File: src/rtl/irq_pkg.sv
// Shared constants and types for the interrupt entry/exit sequencer and irq_ctrl.
package irq_pkg;

    localparam logic [15:0] IRQ_STACK_TOP = 16'hFF00;
    localparam int          IRQ_MAX_DEPTH = 2;
    localparam int          IE_BIT        = 15;
    localparam logic [15:0] WORD_BYTES    = 16'd2;

    // Vector table layout shared with irq_ctrl.
    localparam logic [15:0] VEC_BASE      = 16'h0040;
    localparam logic [15:0] VEC_STRIDE    = 16'h0040;

    typedef enum logic [2:0] {
        S_IDLE    = 3'd0,
        S_PUSH_PC = 3'd1,
        S_PUSH_FL = 3'd2,
        S_VEC     = 3'd3,
        S_POP_FL  = 3'd4,
        S_POP_PC  = 3'd5,
        S_RET     = 3'd6
    } seq_state_e;

    // Saved status word: IE in bit IE_BIT, core flags in the low byte.
    function automatic logic [15:0] make_flags_word(input logic ie, input logic [7:0] flags);
        return {ie, 7'b0, flags};
    endfunction

endpackage

File: src/rtl/irq_seq.sv
// Interrupt entry/exit sequencer: stacks PC and flags on entry, restores them on RETI,
// and owns the global interrupt enable and nesting depth.
module irq_seq
    import irq_pkg::*;
#(
    parameter logic [15:0] STACK_TOP = IRQ_STACK_TOP,
    parameter int          MAX_DEPTH = IRQ_MAX_DEPTH
) (
    input  logic        i_clk,
    input  logic        i_rst,
    input  logic        i_irq_take,
    input  logic [15:0] i_irq_vector,
    input  logic        i_reti,
    input  logic        i_ei,
    input  logic        i_di,
    input  logic [15:0] i_pc,
    input  logic [7:0]  i_flags,
    output logic        o_int_en,
    output logic        o_in_irq,
    output logic        o_irq_ret,
    output logic        o_stall,
    output logic        o_pc_load,
    output logic [15:0] o_pc_val,
    output logic        o_flags_load,
    output logic [7:0]  o_flags_val,
    output logic        o_fault,
    output logic        o_mem_req,
    output logic        o_mem_we,
    output logic [15:0] o_mem_addr,
    output logic [15:0] o_mem_wdata,
    input  logic        i_mem_rdy,
    input  logic [15:0] i_mem_rdata
);

    localparam int DW = $clog2(MAX_DEPTH + 1);

    seq_state_e    state_q, state_d;
    logic [15:0]   sp_q, sp_d;
    logic [DW-1:0] depth_q, depth_d;
    logic          ie_q, ie_d;
    logic          pend_q, pend_d;
    logic [15:0]   vec_q, vec_d;
    logic [15:0]   pc_q, pc_d;
    logic [15:0]   flw_q, flw_d;
    logic [15:0]   ret_pc_q, ret_pc_d;
    logic [7:0]    ret_flags_q, ret_flags_d;
    logic          ret_ie_q, ret_ie_d;
    logic          int_en;

    assign int_en   = ie_q && (state_q == S_IDLE) && (depth_q < DW'(MAX_DEPTH));
    assign o_int_en = int_en;
    assign o_in_irq = (depth_q != '0);

    always_ff @(posedge i_clk) begin
        if (i_rst) begin
            state_q     <= S_IDLE;
            sp_q        <= STACK_TOP;
            depth_q     <= '0;
            ie_q        <= 1'b0;
            pend_q      <= 1'b0;
            vec_q       <= '0;
            pc_q        <= '0;
            flw_q       <= '0;
            ret_pc_q    <= '0;
            ret_flags_q <= '0;
            ret_ie_q    <= 1'b0;
        end else begin
            state_q     <= state_d;
            sp_q        <= sp_d;
            depth_q     <= depth_d;
            ie_q        <= ie_d;
            pend_q      <= pend_d;
            vec_q       <= vec_d;
            pc_q        <= pc_d;
            flw_q       <= flw_d;
            ret_pc_q    <= ret_pc_d;
            ret_flags_q <= ret_flags_d;
            ret_ie_q    <= ret_ie_d;
        end
    end

    always_comb begin
        state_d      = state_q;
        sp_d         = sp_q;
        depth_d      = depth_q;
        ie_d         = ie_q;
        pend_d       = pend_q;
        vec_d        = vec_q;
        pc_d         = pc_q;
        flw_d        = flw_q;
        ret_pc_d     = ret_pc_q;
        ret_flags_d  = ret_flags_q;
        ret_ie_d     = ret_ie_q;
        o_irq_ret    = 1'b0;
        o_stall      = (state_q != S_IDLE) || i_irq_take;
        o_pc_load    = 1'b0;
        o_pc_val     = '0;
        o_flags_load = 1'b0;
        o_flags_val  = '0;
        o_fault      = 1'b0;
        o_mem_req    = 1'b0;
        o_mem_we     = 1'b0;
        o_mem_addr   = sp_q;
        o_mem_wdata  = '0;

        // A RETI that arrives mid-sequence is remembered and serviced back in IDLE.
        if (i_reti && (state_q != S_IDLE)) begin
            pend_d = 1'b1;
        end

        case (state_q)
            S_IDLE: begin
                if (i_di) begin
                    ie_d = 1'b0;
                end else if (i_ei) begin
                    ie_d = 1'b1;
                end
                if (i_irq_take && int_en) begin
                    vec_d   = i_irq_vector;
                    pc_d    = i_pc;
                    flw_d   = make_flags_word(ie_q, i_flags);
                    sp_d    = sp_q - WORD_BYTES;
                    state_d = S_PUSH_PC;
                    if (i_reti) begin
                        pend_d = 1'b1;
                    end
                end else if (i_reti || pend_q) begin
                    pend_d = 1'b0;
                    if (depth_q != '0) begin
                        state_d = S_POP_FL;
                    end else begin
                        o_fault = 1'b1;
                    end
                end
            end
            S_PUSH_PC: begin
                o_mem_req   = 1'b1;
                o_mem_we    = 1'b1;
                o_mem_wdata = pc_q;
                if (i_mem_rdy) begin
                    sp_d    = sp_q - WORD_BYTES;
                    state_d = S_PUSH_FL;
                end
            end
            S_PUSH_FL: begin
                o_mem_req   = 1'b1;
                o_mem_we    = 1'b1;
                o_mem_wdata = flw_q;
                if (i_mem_rdy) begin
                    state_d = S_VEC;
                end
            end
            S_VEC: begin
                o_pc_load = 1'b1;
                o_pc_val  = vec_q;
                depth_d   = depth_q + DW'(1);
                state_d   = S_IDLE;
            end
            S_POP_FL: begin
                o_mem_req = 1'b1;
                if (i_mem_rdy) begin
                    ret_flags_d = i_mem_rdata[7:0];
                    ret_ie_d    = i_mem_rdata[IE_BIT];
                    sp_d        = sp_q + WORD_BYTES;
                    state_d     = S_POP_PC;
                end
            end
            S_POP_PC: begin
                o_mem_req = 1'b1;
                if (i_mem_rdy) begin
                    ret_pc_d = i_mem_rdata;
                    sp_d     = sp_q + WORD_BYTES;
                    state_d  = S_RET;
                end
            end
            S_RET: begin
                o_pc_load    = 1'b1;
                o_pc_val     = ret_pc_q;
                o_flags_load = 1'b1;
                o_flags_val  = ret_flags_q;
                o_irq_ret    = 1'b1;
                ie_d         = ret_ie_q;
                depth_d      = depth_q - DW'(1);
                state_d      = S_IDLE;
            end
            default: begin
                state_d = S_IDLE;
            end
        endcase
    end

endmodule

File: config.mk
export PLATFORM = sky130hd
export DESIGN_NAME = irq_seq
export DESIGN_NICKNAME = d
export VERILOG_FILES = /design/src/rtl/irq_pkg.sv /design/src/rtl/irq_seq.sv
export SDC_FILE = /design/constraint.sdc
export NUM_CORES = 1
export LEC_CHECK = 0
export ABC_AREA = 1
export BUFFER_PORTS_ARGS = -buffer_cell sky130_fd_sc_hd__buf_2
export CAP_MARGIN = 30
export CORE_MARGIN = 2
export CORE_UTILIZATION = 56
export DETAILED_ROUTE_END_ITERATION = 16
export PLACE_DENSITY = 0.93
export RECOVER_POWER = 25
export SETUP_SLACK_MARGIN = 0.05
export SYNTH_ARGS = -nofsm -noshare
export SYNTH_HDL_FRONTEND = slang
export SYNTH_SLANG_ARGS = --single-unit
File: constraint.sdc
create_clock -name i_clk -period 3.11 [get_ports i_clk]
set_clock_uncertainty 0.05 [all_clocks]
set_input_delay 0.4665 -clock i_clk [delete_from_list [all_inputs] [get_ports i_clk]]
set_output_delay 0.4665 -clock i_clk [all_outputs]
set_load 0.02 [all_outputs]
== Word-level counts from Yosys, hierarchy flattened ==
Index checks and enable logic that the tools add are counted.

* Register bits after elaboration: 89
* Bits in latches: 0
* RAM bits: 0
* Bits in read-only memories: 0
* Output and inout port bits: 65
* Logic and storage cells: 85
* Memories kept: 0

* Add/sub/neg operators: 4
* $mul: 0
* Divide/modulo/power cells: 0
* $lt $le $gt $ge: 1
* Equality and inequality tests: 15
* Shift-type cells: 0
* Muxes and demuxes: 32
* Bitwise operators: 0
* Reductions and logical operators: 22

{| class="wikitable"
|+ Operators with widths
! cell !! number
|-
| case mux 16 bit (2 select lines) || 2
|-
| two-way mux 16 bit || 3
|-
| case mux 16 bit (3 select lines) || 1
|-
| two-way mux 3 bit || 7
|-
| adder 16 x 2 -> 16 bit, second input constant || 1
|-
| subtractor 16 x 2 -> 16 bit, second input constant || 1
|-
| two-way mux 1 bit || 15
|-
| case mux 3 bit (5 select lines) || 1
|-
| == test 3 bit, second input constant || 3
|-
| two-way mux 8 bit || 1
|-
| != test 2 bit, second input constant || 4
|-
| AND reduction 2 bit || 4
|-
| == test 3 x 2 -> 1 bit, second input constant || 2
|-
| AND reduction 6 bit || 1
|-
| nonzero test 2 bit || 3
|-
| nonzero test 3 bit || 2
|-
| OR reduction 2 bit || 3
|-
| logical AND 1 bit || 4
|-
| != test 2 x 1 -> 1 bit, second input constant || 2
|-
| case mux 2 bit (2 select lines) || 1
|-
| AND reduction 4 bit || 1
|-
| OR reduction 4 bit || 1
|-
| == test 3 x 1 -> 1 bit, second input constant || 1
|-
| logical NOT 3 bit || 1
|-
| other kinds (8) || 9
|}

== Depth between registers and ports, before layout ==
Gate-level depths: netlist of the first run.

* Depth in word-level cells: 6
* Mapped depth: 19
* Mapped depth without buffers: 17

== Worst setup path after synthesis of the first run ==
Ideal clock, no wire load.

* Kind: register -> output
* Start point: register state_q[2]
* End point: output o_pc_val[0]
* Arrival: 1.582 ns
* Required time: 2.593 ns
* Setup slack: 1.011 ns
* Stages on the path, launching flop included: 7
* Path buffers: 2
* Path through: dfxtp_1 inv_2 nor3_1 buf_2 buf_2 nand2_1 o21ai_0

* Longest elaborated chain between the ends: 2
* Elaborated cells on any way between the ends: 3
* Those cells by class: 2 x eq/ne; 1 x mux

{| class="wikitable"
|+ RTL lines
! item !! RTL line !! source
|-
| start, declared || irq_seq.sv:37 || <nowiki>seq_state_e state_q, state_d;</nowiki>
|-
| start signal, assigned || irq_seq.sv:68 || <nowiki>state_q <= state_d;</nowiki>
|-
| == test 3 bit or == test 3 x 2 -> 1 bit (tied branches) || irq_seq.sv:111 || <nowiki>case (state_q)</nowiki>
|-
| case mux 16 bit (2 select lines) (*) || irq_seq.sv:111 ||
|-
| end, declared || irq_seq.sv:23 || <nowiki>output logic [15:0] o_pc_val,</nowiki>
|}

Every way passes the cells marked *; elsewhere a longest branch is shown, timed or not.

== Worst setup path after layout of the first run ==
* Start point: register state_q[0]
* End point: register pc_q[14]

* Longest elaborated chain between the ends: 5

{| class="wikitable"
|+ RTL lines
! item !! RTL line !! source
|-
| logical NOT 3 bit (*) || irq_seq.sv:50, irq_seq.sv:111 ||
|-
| logical AND 1 bit (2 in a row) || irq_seq.sv:50 || <nowiki>assign int_en = ie_q && (state_q == S_IDLE) && (depth_q < DW'(MAX_DEPTH));</nowiki>
|-
| logical AND 1 bit || irq_seq.sv:118 || <nowiki>if (i_irq_take && int_en) begin</nowiki>
|-
| AND reduction 2 bit (no line) (*) || -- ||
|-
| end signal, assigned || irq_seq.sv:74 || <nowiki>pc_q <= pc_d;</nowiki>
|-
| end, declared || irq_seq.sv:43 || <nowiki>logic [15:0] pc_q, pc_d;</nowiki>
|}

Marked as above.
A chain may end at the register's enable or synchronous reset.

==> impl_metrics.env, run 1 <==
export IMPL_dp_cells=846
export IMPL_rows=32
export IMPL_ys_ff_latch=88
export IMPL_path_max_fanout=82
export IMPL_cts_made_buffers=9
export IMPL_synth_common_cells="inv_1 (96), nand2_1 (96), o21ai_0 (91)"
export IMPL_cpMaxStageDelayCell="clkbuf_2"
export IMPL_layout_min_cycle_time_ns=2.67
export IMPL_gp_routability_congestion=0.948
export IMPL_cp_cell_sequence="nor2_1 > nand2_1 > nor3_2 > nand2_2 > clkbuf_2 > o21ai_0 > a21oi_1"
export IMPL_rsz0062_at_grt="no"
export IMPL_core_mm2=0.00769
export IMPL_yosysSeqAreaShare_pct=39.9
export IMPL_end_kind="register"
export IMPL_slew_headroom_pct=10.7
export IMPL_grt_pass1_vias=4453
export IMPL_tritoncts="built"
export IMPL_cts_root_buf="clkbuf_8"
export IMPL_worst_slack_ns=0.439
export IMPL_syn_to_final_growth_pct=17.4
export IMPL_fmax_mhz=374
export IMPL_syn_avg_cell_area_um2=6.83
export IMPL_nets=819
export IMPL_drt_pass1_iter_count=4
export IMPL_clk_latency_ns=0.35
export IMPL_stdcell_count=861
export IMPL_power_switching_mw=2.01
export IMPL_path_clk_slew_ns=0.09
export IMPL_hold_path_class="in2reg"
export IMPL_internal_power_mw=2.36
export IMPL_dp_hpwl_mm=8.38
export IMPL_drt_total_wl_mm=11.8
export IMPL_worst_pin_slew_ns=1.34
export IMPL_syn_area_mm2=0.00442
export IMPL_post_cts_buffers=0
export IMPL_vias_per_cell=5.36
export IMPL_period_share_pct=85.9
export IMPL_synth_flop_cell="dfxtp_1"
export IMPL_outcome="finished, final reports clean"
export IMPL_drt_iter0_drc=299
export IMPL_cts_buffer_depth=2
export IMPL_grt_pass1_wl_mm=19.4
export IMPL_maxSlewViolCount=0
export IMPL_antenna_found_initial=0
export IMPL_drc=0
export IMPL_cts_resized=0
export IMPL_powerDensity_mw_per_mm2=844
export IMPL_io_pins=128
export IMPL_seqPwrFrac_pct=33.8
export IMPL_setup_viol=0
export IMPL_num_vias=4615
export IMPL_hold_viol_final=0
export IMPL_ys_warnings_count=0
export IMPL_portBuffers=126
export IMPL_yosysUniqueCellTypes=36
export IMPL_htree_levels=3
export IMPL_async_flop_share_pct=0
export IMPL_antenna_cells=0
export IMPL_die_w_um=92.8
export IMPL_cp_required_ns=3.25
export IMPL_die_h_um=92.8
export IMPL_drive_gt1_share_pct=20.6
export IMPL_grt_util_all_layers_pct=27.8
export IMPL_fin_util_pct=67.5
export IMPL_post_place_ws_ns=0.763
export IMPL_drtAntennaViolNets=0
export IMPL_dieArea_mm2=0.00862
export IMPL_gr_total_overflow=0
export IMPL_synthCells=647
export IMPL_cap_violations=0
export IMPL_initial_utilization_pct=57.5
export IMPL_swShare_pct=46.0
export IMPL_cts_hold_buf=0
export IMPL_setup_tns_ns=0
export IMPL_wire_per_inst_um=13.7
export IMPL_synth_edf_count=0
export IMPL_grt_max_degree=83
export IMPL_worstSetupPathType="reg2reg"
export IMPL_syn_nets=711
export IMPL_cp_start_kind="register"
export IMPL_arrival_ns=2.81
export IMPL_max_stage_delay_ns=0.73
export IMPL_cellLeakagePower_nw=2.42
export IMPL_yosysTopAreaCell="dfxtp_1"
export IMPL_peakVddDrop_uv=434
export IMPL_combPwrFrac_pct=48.4
export IMPL_clkPwrFrac_pct=17.8
export IMPL_clkSinkCount=88
export IMPL_synth_area_leaders="dfxtp_1 (40%), o21ai_0 (10%), inv_1 (8.2%), nand2_1 (8.2%), a21oi_1 (7.8%)"
export IMPL_synth_top_cell_area_share_pct=39.9
power by group through the flow:
stage	clock [mW]	combinational, mW	sequential, mW
floorplan	0	1.60	1.54
global placement	0	2.04	1.49
detailed placement	0	2.09	1.50
CTS	0.786	2.11	1.48
global route	0.826	2.38	1.50
finish	0.778	2.12	1.48
layout by cell type (no fill, tap or decap), drive strengths merged:
| master | count |
|---|---|
| a21oi | 71 |
| inv | 101 |
| bufinv | 1 |
| a41oi | 10 |
| nor2 | 74 |
| nand2 | 107 |
| and2 | 2 |
| xnor2 | 3 |
| o21ai | 95 |
| clkinvlp | 2 |
| xor2 | 3 |
| o22ai | 9 |
| clkbuf | 29 |
| a211oi | 1 |
| ha | 1 |
| nor3 | 5 |
| conb | 1 |
| dfxtp | 88 |
| or2 | 1 |
| buf | 114 |
| clkinv | 1 |
| nand3 | 40 |
layout make-up:
cell class | count | area, um^2
Tap cell | 102 | 128
Clock inverter | 4 | 53.8
Clock buffer | 11 | 131
Multi-Input combinational cell | 423 | 2080
Inverter | 101 | 379
Timing Repair Buffer | 132 | 649
Fill cell | 678 | 2500
Sequential cell | 88 | 1760
metal layers:
metal  global-route usage, %  routed length [um]  up-vias
li1                        -                   -     2293
met1                    31.1                4710     2086
met2                    48.7                5760      200
met3                    7.81                 977       36
met4                    12.7                 327        0
met5                       0                   0        -
cells by family (layout without fill, tap and decap cells):
| kind of cell | Yosys count | in the layout | synth area share [%] |
|---|---|---|---|
| flip-flops | 88 | 88 | 39.9 |
| adder cells (fa/ha/maj) | 1 | 1 | 0.283 |
| AND/OR/NAND/NOR | 229 | 229 | 22.8 |
| XOR/XNOR | 6 | 6 | 1.19 |
| buffers and inverters | 136 | 248 | 12.9 |
| other | 1 | 1 | 0.0848 |
| AO/OA/AOI/OAI | 186 | 186 | 22.9 |
metrics by stage:
stage               cell area, um^2  hold WS (ns)  power [mW]
detailed placement             5040         0.389        3.60
floorplan                      4420         0.375        3.14
global route                   5190         0.295        4.71
global placement               5040         0.384        3.53
CTS                            5220         0.281        4.38
finish                         5190         0.289        4.38
registers in the layout, summed over array words and instances, names as in the netlist:
name	cells
pend_q	1
vec_q	16
pc_q	16
depth_q	2
ret_flags_q	8
ret_ie_q	1
flw_q	9
state_q	3
ret_pc_q	16
ie_q	1
o_mem_addr	15
worst paths after layout:
| path | startpoint | to | slack [ns] | cells after the start |
|---|---|---|---|---|
| setup / recovery | state_q[0] | pc_q[14] | 0.44 | 7 |
| hold / removal | i_mem_rdata[10] | ret_pc_q[10] | 0.29 | 3 |
| setup reg to reg | state_q[0] | pc_q[14] | 0.44 | 7 |
| hold reg to reg | vec_q[15] | vec_q[15] | 0.40 | 2 |
worst max-delay path, delay by kind of cell, from the launching register on:
| family | cells | cell delay (ns) |
|---|---|---|
| AOI/OAI and AO/OA | 2 | 0.57 |
| buffers and inverters | 1 | 0.73 |
| DFF | 1 | 0.40 |
| and+or+nand+nor | 4 | 0.73 |
Power figures use the tool's default switching activity.
==> inputs of run 2 (changes only) <==
--- a/config.mk
+++ b/config.mk
@@ -5,11 +5,10 @@
 export SDC_FILE = /design/constraint.sdc
 export NUM_CORES = 1
 export LEC_CHECK = 0
-export ABC_AREA = 1
 export BUFFER_PORTS_ARGS = -buffer_cell sky130_fd_sc_hd__buf_2
 export CAP_MARGIN = 30
 export CORE_MARGIN = 2
-export CORE_UTILIZATION = 56
+export CORE_UTILIZATION = 55
 export DETAILED_ROUTE_END_ITERATION = 16
 export PLACE_DENSITY = 0.93
 export RECOVER_POWER = 25
==> run 2 against run 1 <==
Sequential power shrank 3%. Worst setup slack lost 0.16 ns. Critical path depth shrank 2. Final cell count shrank 13%. Combinational power shrank 44%. Design area shrank 5.7%.
==> impl_metrics.env, run 2 <==
export IMPL_hold_path_class="in2reg"
export IMPL_worstSetupPathType="reg2out"
export IMPL_gr_total_overflow=0
export IMPL_antenna_found_initial=0
export IMPL_final_cell_mix="nand2_1 (143), buf_2 (110), dfxtp_1 (88)"
export IMPL_yosysMostFrequentCell="nand2_1"
export IMPL_io_pins=128
export IMPL_arrival_ns=2.31
export IMPL_yosysSeqAreaShare_pct=42.7
export IMPL_grt_util_met3_pct=4.17
export IMPL_die_w_um=90.6
export IMPL_yosysUniqueCellTypes=45
export IMPL_reg_top3="pc_q: 16 flops, ret_pc_q: 16 flops, vec_q: 16 flops"
export IMPL_period_share_pct=91.0
export IMPL_outcome="finished, final reports clean"
export IMPL_drt_iter0_drc=284
export IMPL_grt_use_met2_pct=43.2
export IMPL_setup_viol=0
export IMPL_grt_pass1_wl_mm=17.7
export IMPL_initial_utilization_pct=56.9
export IMPL_layout_min_cycle_time_ns=2.83
export IMPL_htree_levels=3
export IMPL_drt_pass1_iter_count=6
export IMPL_top_usage_layer="met2"
export IMPL_setup_tns_ns=0
export IMPL_ys_warnings_count=0
export IMPL_cts_resized=0
export IMPL_rsz0062_at_grt="no"
export IMPL_synth_edf_count=0
export IMPL_nets=713
export IMPL_post_cts_buffers=0
export IMPL_cap_violations=0
export IMPL_fillers=615
export IMPL_max_stage_delay_ns=0.60
export IMPL_vias_per_cell=5.63
export IMPL_drc=0
export IMPL_dp_hpwl_mm=7.81
export IMPL_async_flop_share_pct=0
export IMPL_worst_r2r_cell_count=8
export IMPL_clkSinkCount=88
export IMPL_multi_input_area_mm2=0.00216
export IMPL_crit_path_end="o_pc_val[9]"
export IMPL_path_clk_slew_ns=0.09
export IMPL_syn_area_mm2=0.00413
export IMPL_cts_hold_buf=0
export IMPL_slew_headroom_pct=31.7
export IMPL_regArea_mm2=0.00176
export IMPL_cp_startpoint="state_q[2]"
export IMPL_cpMaxStageDelayCell="and2_1"
export IMPL_grt_util_all_layers_pct=26.2
export IMPL_tritoncts="built"
export IMPL_dieArea_mm2=0.00821
export IMPL_portBuffers=126
export IMPL_path_max_fanout=19
export IMPL_yosysTopAreaCell="dfxtp_1"
export IMPL_cp_required_ns=2.59
export IMPL_antenna_cells=0
export IMPL_cts_made_buffers=9
export IMPL_synth_area_leaders="dfxtp_1 (43%), nand2_1 (13%), a21oi_1 (9.1%), a22o_1 (3.4%), nor2_1 (3.3%)"
export IMPL_cp_cell_sequence="buf_4 > nor2b_1 > and2_1 > a22o_1 > buf_2"
export IMPL_synth_flop_cell="dfxtp_1"
export IMPL_cp_start_kind="register"
export IMPL_core_mm2=0.00725
export IMPL_maxSlewViolCount=0
export IMPL_worst_pin_slew_ns=1.02
export IMPL_cellLeakagePower_nw=1.95
export IMPL_fmax_mhz=354
export IMPL_peakVddDrop_uv=343
export IMPL_rows=31
export IMPL_grt_max_degree=43
export IMPL_clk_latency_ns=0.35
export IMPL_synth_top_cell_area_share_pct=42.7
export IMPL_use_met1_pct=32.5
export IMPL_num_vias=4240
export IMPL_layout_commonest_cell="nand2_1"
export IMPL_synth_common_cells="nand2_1 (143), dfxtp_1 (88), a21oi_1 (75)"
export IMPL_cts_root_buf="clkbuf_8"
export IMPL_drtAntennaViolNets=0
export IMPL_syn_to_final_growth_pct=18.6
export IMPL_end_kind="output port"
export IMPL_syn_nets=615
export IMPL_drt_total_wl_mm=10.9
export IMPL_powerDensity_mw_per_mm2=686
export IMPL_die_h_um=90.6
export IMPL_gp_routability_congestion=0.898
export IMPL_wire_per_inst_um=14.5
export IMPL_r2r_end="o_mem_addr[15]"
export IMPL_ff2ff_setup_slack_ns=0.52
export IMPL_drive_gt1_share_pct=20.8
export IMPL_grt_pass1_vias=3870
export IMPL_ys_ff_latch=88
export IMPL_holdWs_ns=0.284
export IMPL_hold_viol_final=0
export IMPL_syn_avg_cell_area_um2=7.49
export IMPL_cts_buffer_depth=2
export IMPL_synthCells=551
export IMPL_r2r_start="state_q[2]"
## run 2: cell type report
type | count | share of cell area [%]
multi-input combinational | 413 | 44.1
sequential | 88 | 36.0
timing repair buffer | 134 | 13.5
clock buffer | 10 | 2.61
tap | 99 | 2.53
clock inverter | 6 | 1.07
inverter | 3 | 0.230
## run 2: where the power goes
group	total [mW]	internal (mW)	leakage (nW)	switching (mW)
combinational	1.19	0.418	1.15	0.775
sequential	1.44	1.25	0.712	0.186
clock	0.723	0.301	0.0850	0.421
## run 2: critical path, delay by kind of cell (launching register included)
family,cells,cell delay [ns]
flops,1,0.44
simple gates,2,0.79
buf+inv,2,0.45
compound gates,1,0.27
## run 2: metrics by stage
step,power [mW],setup WS [ns],instances,util [%],area [um^2]
5_1_grt,3.55,0.169,753,67.4,4890
4_1_cts,3.37,0.121,753,67.9,4930
2_1_floorplan,2.33,0.472,551,-,4130
3_5_place_dp,2.66,0.538,737,65.5,4750
6_report,3.36,0.281,753,67.4,4890
3_3_place_gp,2.62,0.683,737,65.5,4750
## run 2: how the worst min path moves through the flow
stage                     from             end  slack (ns)  depth (start not counted)
5_1_grt        i_irq_vector[0]        vec_q[0]        0.28                          3
4_1_cts        i_irq_vector[0]        vec_q[0]        0.28                          3
2_1_floorplan         pc_q[10]        pc_q[10]        0.38                          2
6_report       i_irq_vector[0]        vec_q[0]        0.28                          3
3_5_place_dp    ret_flags_q[5]  ret_flags_q[5]        0.40                          2
3_3_place_gp          pc_q[11]        pc_q[11]        0.39                          2
## run 2: routing by layer
layer | routed length (um) | vias to the layer above
met1 | 4690 | 1953
met2 | 5140 | 179
met4 | 428 | 0
met5 | 0 | -
met3 | 674 | 40
li1 | - | 2068
## run 2: kinds of logic after synthesis
| group | count (synthesis) | synth area share [%] |
|---|---|---|
| AOI/OAI and AO/OA | 125 | 18.3 |
| adders and majority gates | 1 | 0.303 |
| buffers and inverters | 50 | 5.00 |
| DFF | 88 | 42.7 |
| other | 1 | 0.0909 |
| xor gates and xnor gates | 11 | 2.33 |
| muxes | 7 | 1.70 |
| and+or+nand+nor | 268 | 29.6 |
==> inputs of run 3 (changes only) <==
--- a/config.mk
+++ b/config.mk
@@ -7,7 +7,6 @@
 export LEC_CHECK = 0
 export BUFFER_PORTS_ARGS = -buffer_cell sky130_fd_sc_hd__buf_2
 export CAP_MARGIN = 30
-export CORE_MARGIN = 2
 export CORE_UTILIZATION = 55
 export DETAILED_ROUTE_END_ITERATION = 16
 export PLACE_DENSITY = 0.93
==> run 3 against run 2 <==
Global-route usage increased by 1.3 points. Clock power increased by 0.7%. Power rose by 1.2%. Critical path type unchanged.
==> impl_metrics.env, run 3 (synthesis results as in run 2) <==
export IMPL_cap_violations=0
export IMPL_die_h_um=88.6
export IMPL_critPathTopFamily="simple AND/OR/NAND/NOR gates"
export IMPL_grt_pass1_vias=3741
export IMPL_drtAntennaViolNets=0
export IMPL_cp_start_kind="register"
export IMPL_worst_pin_slew_ns=1.47
export IMPL_powerDensity_mw_per_mm2=693
export IMPL_dp_cells=737
export IMPL_die_w_um=88.6
export IMPL_worstSetupPathType="reg2out"
export IMPL_dp_hpwl_mm=7.65
export IMPL_power_switching_mw=1.41
export IMPL_cpMaxStageDelayCell="and2_1"
export IMPL_slew_headroom_pct=2.11
export IMPL_hold_viol_final=0
export IMPL_drt_iter0_drc=306
export IMPL_internal_power_mw=1.99
export IMPL_layout_commonest_cell="nand2_1"
export IMPL_rows=31
export IMPL_grt_util_all_layers_pct=27.5
export IMPL_initial_utilization_pct=56.9
export IMPL_outcome="finished, final reports clean"
export IMPL_cts_buffer_depth=2
export IMPL_path_max_fanout=18
export IMPL_gr_total_overflow=0
export IMPL_cts_root_buf="clkbuf_8"
export IMPL_holdWs_ns=0.287
export IMPL_combPwrFrac_pct=36.7
export IMPL_clkSinkCount=88
export IMPL_drt_pass1_iter_count=7
export IMPL_cp_cell_sequence="nor2b_1 > and2_1 > a22o_1 > buf_2"
export IMPL_stdcell_count=753
export IMPL_tritoncts="built"
export IMPL_grt_pass1_wl_mm=16.9
export IMPL_period_share_pct=89.3
export IMPL_io_pins=128
export IMPL_cellLeakagePower_nw=1.96
export IMPL_arrival_ns=2.26
export IMPL_worst_slack_ns=0.332
export IMPL_path_clk_slew_ns=0.10
export IMPL_fmax_mhz=360
export IMPL_drc=0
export IMPL_max_stage_delay_ns=0.64
export IMPL_drive_gt1_share_pct=20.9
export IMPL_hold_path_class="in2reg"
export IMPL_clk_latency_ns=0.35
export IMPL_syn_to_final_growth_pct=18.7
export IMPL_cts_made_buffers=9
export IMPL_dieArea_mm2=0.00785
export IMPL_peakVddDrop_uv=338
export IMPL_vias_per_cell=5.67
export IMPL_totalPowerFinal_mw=3.40
export IMPL_crit_buf_inv=1
export IMPL_wire_per_inst_um=14.6
export IMPL_seqPwrFrac_pct=41.8
export IMPL_core_mm2=0.00725
export IMPL_setup_viol=0
export IMPL_antenna_found_initial=0
export IMPL_layout_min_cycle_time_ns=2.78
export IMPL_post_place_ws_ns=0.574
export IMPL_drt_total_wl_mm=11.0
export IMPL_reg_top3="pc_q: 16 flops, ret_pc_q: 16 flops, vec_q: 16 flops"
export IMPL_portBuffers=126
export IMPL_setup_tns_ns=0
export IMPL_cp_required_ns=2.59
export IMPL_grt_max_degree=43
export IMPL_nets=713
export IMPL_htree_levels=3
export IMPL_rsz0062_at_grt="no"
export IMPL_maxSlewViolCount=0
export IMPL_clkPwrFrac_pct=21.4
export IMPL_final_cell_mix="nand2_1 (143), buf_2 (109), dfxtp_1 (88)"
export IMPL_end_kind="output port"
export IMPL_swShare_pct=41.5
export IMPL_antenna_cells=0
export IMPL_cts_hold_buf=0
export IMPL_num_vias=4266
export IMPL_gp_routability_congestion=0.882
run 3: tightest hold or removal path, stage by stage:
cell     delay (ns)
buf_2          0.09
nand2_1        0.04
a21oi_1        0.05
run 3: area by class of cell:
| cell class | instances | area [um^2] |
|---|---|---|
| fillers | 608 | 2350 |
| multi-input cells | 413 | 2160 |
| flip-flops and latches | 88 | 1760 |
| repair buffers | 134 | 662 |
| clock buffers | 10 | 128 |
| well taps | 99 | 124 |
| clock inverters | 6 | 51.3 |
| inverters | 3 | 11.3 |
run 3: power by group through the flow:
stage	registers, mW	clock network, mW	logic, mW
2_1_floorplan	1.42	0	0.911
3_3_place_gp	1.43	0	1.18
3_5_place_dp	1.44	0	1.23
4_1_cts	1.41	0.736	1.24
5_1_grt	1.44	0.775	1.36
6_report	1.42	0.728	1.25
run 3: worst paths after layout:
kind                        start        endpoint  slack (ns)  cells past startpoint
setup / recovery       state_q[1]    o_pc_val[12]        0.33                      4
hold / removal    i_irq_vector[6]        vec_q[6]        0.29                      3
setup reg to reg       state_q[2]  o_mem_addr[15]        0.65                      9
hold reg to reg          pc_q[11]        pc_q[11]        0.40                      2
run 3: what timing repair did:
item,4_1_cts,5_1_grt
endpoints found under the hold margin,0,0
setup buffers,0,0
gates resized for setup,0,1
setup endpoints to repair,0,17
run 3: through the flow:
| stage | instance area [um^2] | util (%) |
|---|---|---|
| CTS | 4930 | 67.9 |
| global placement | 4750 | 65.5 |
| floorplan | 4130 | - |
| global route | 4900 | 67.6 |
| detailed placement | 4750 | 65.5 |
| finish | 4900 | 67.6 |
run 3: layer usage:
metal	share of wire, %	GRT usage (%)
met4	3.3	13.3
met5	0	0
met3	6.6	3.82
met2	48	45.2
met1	42	35.5
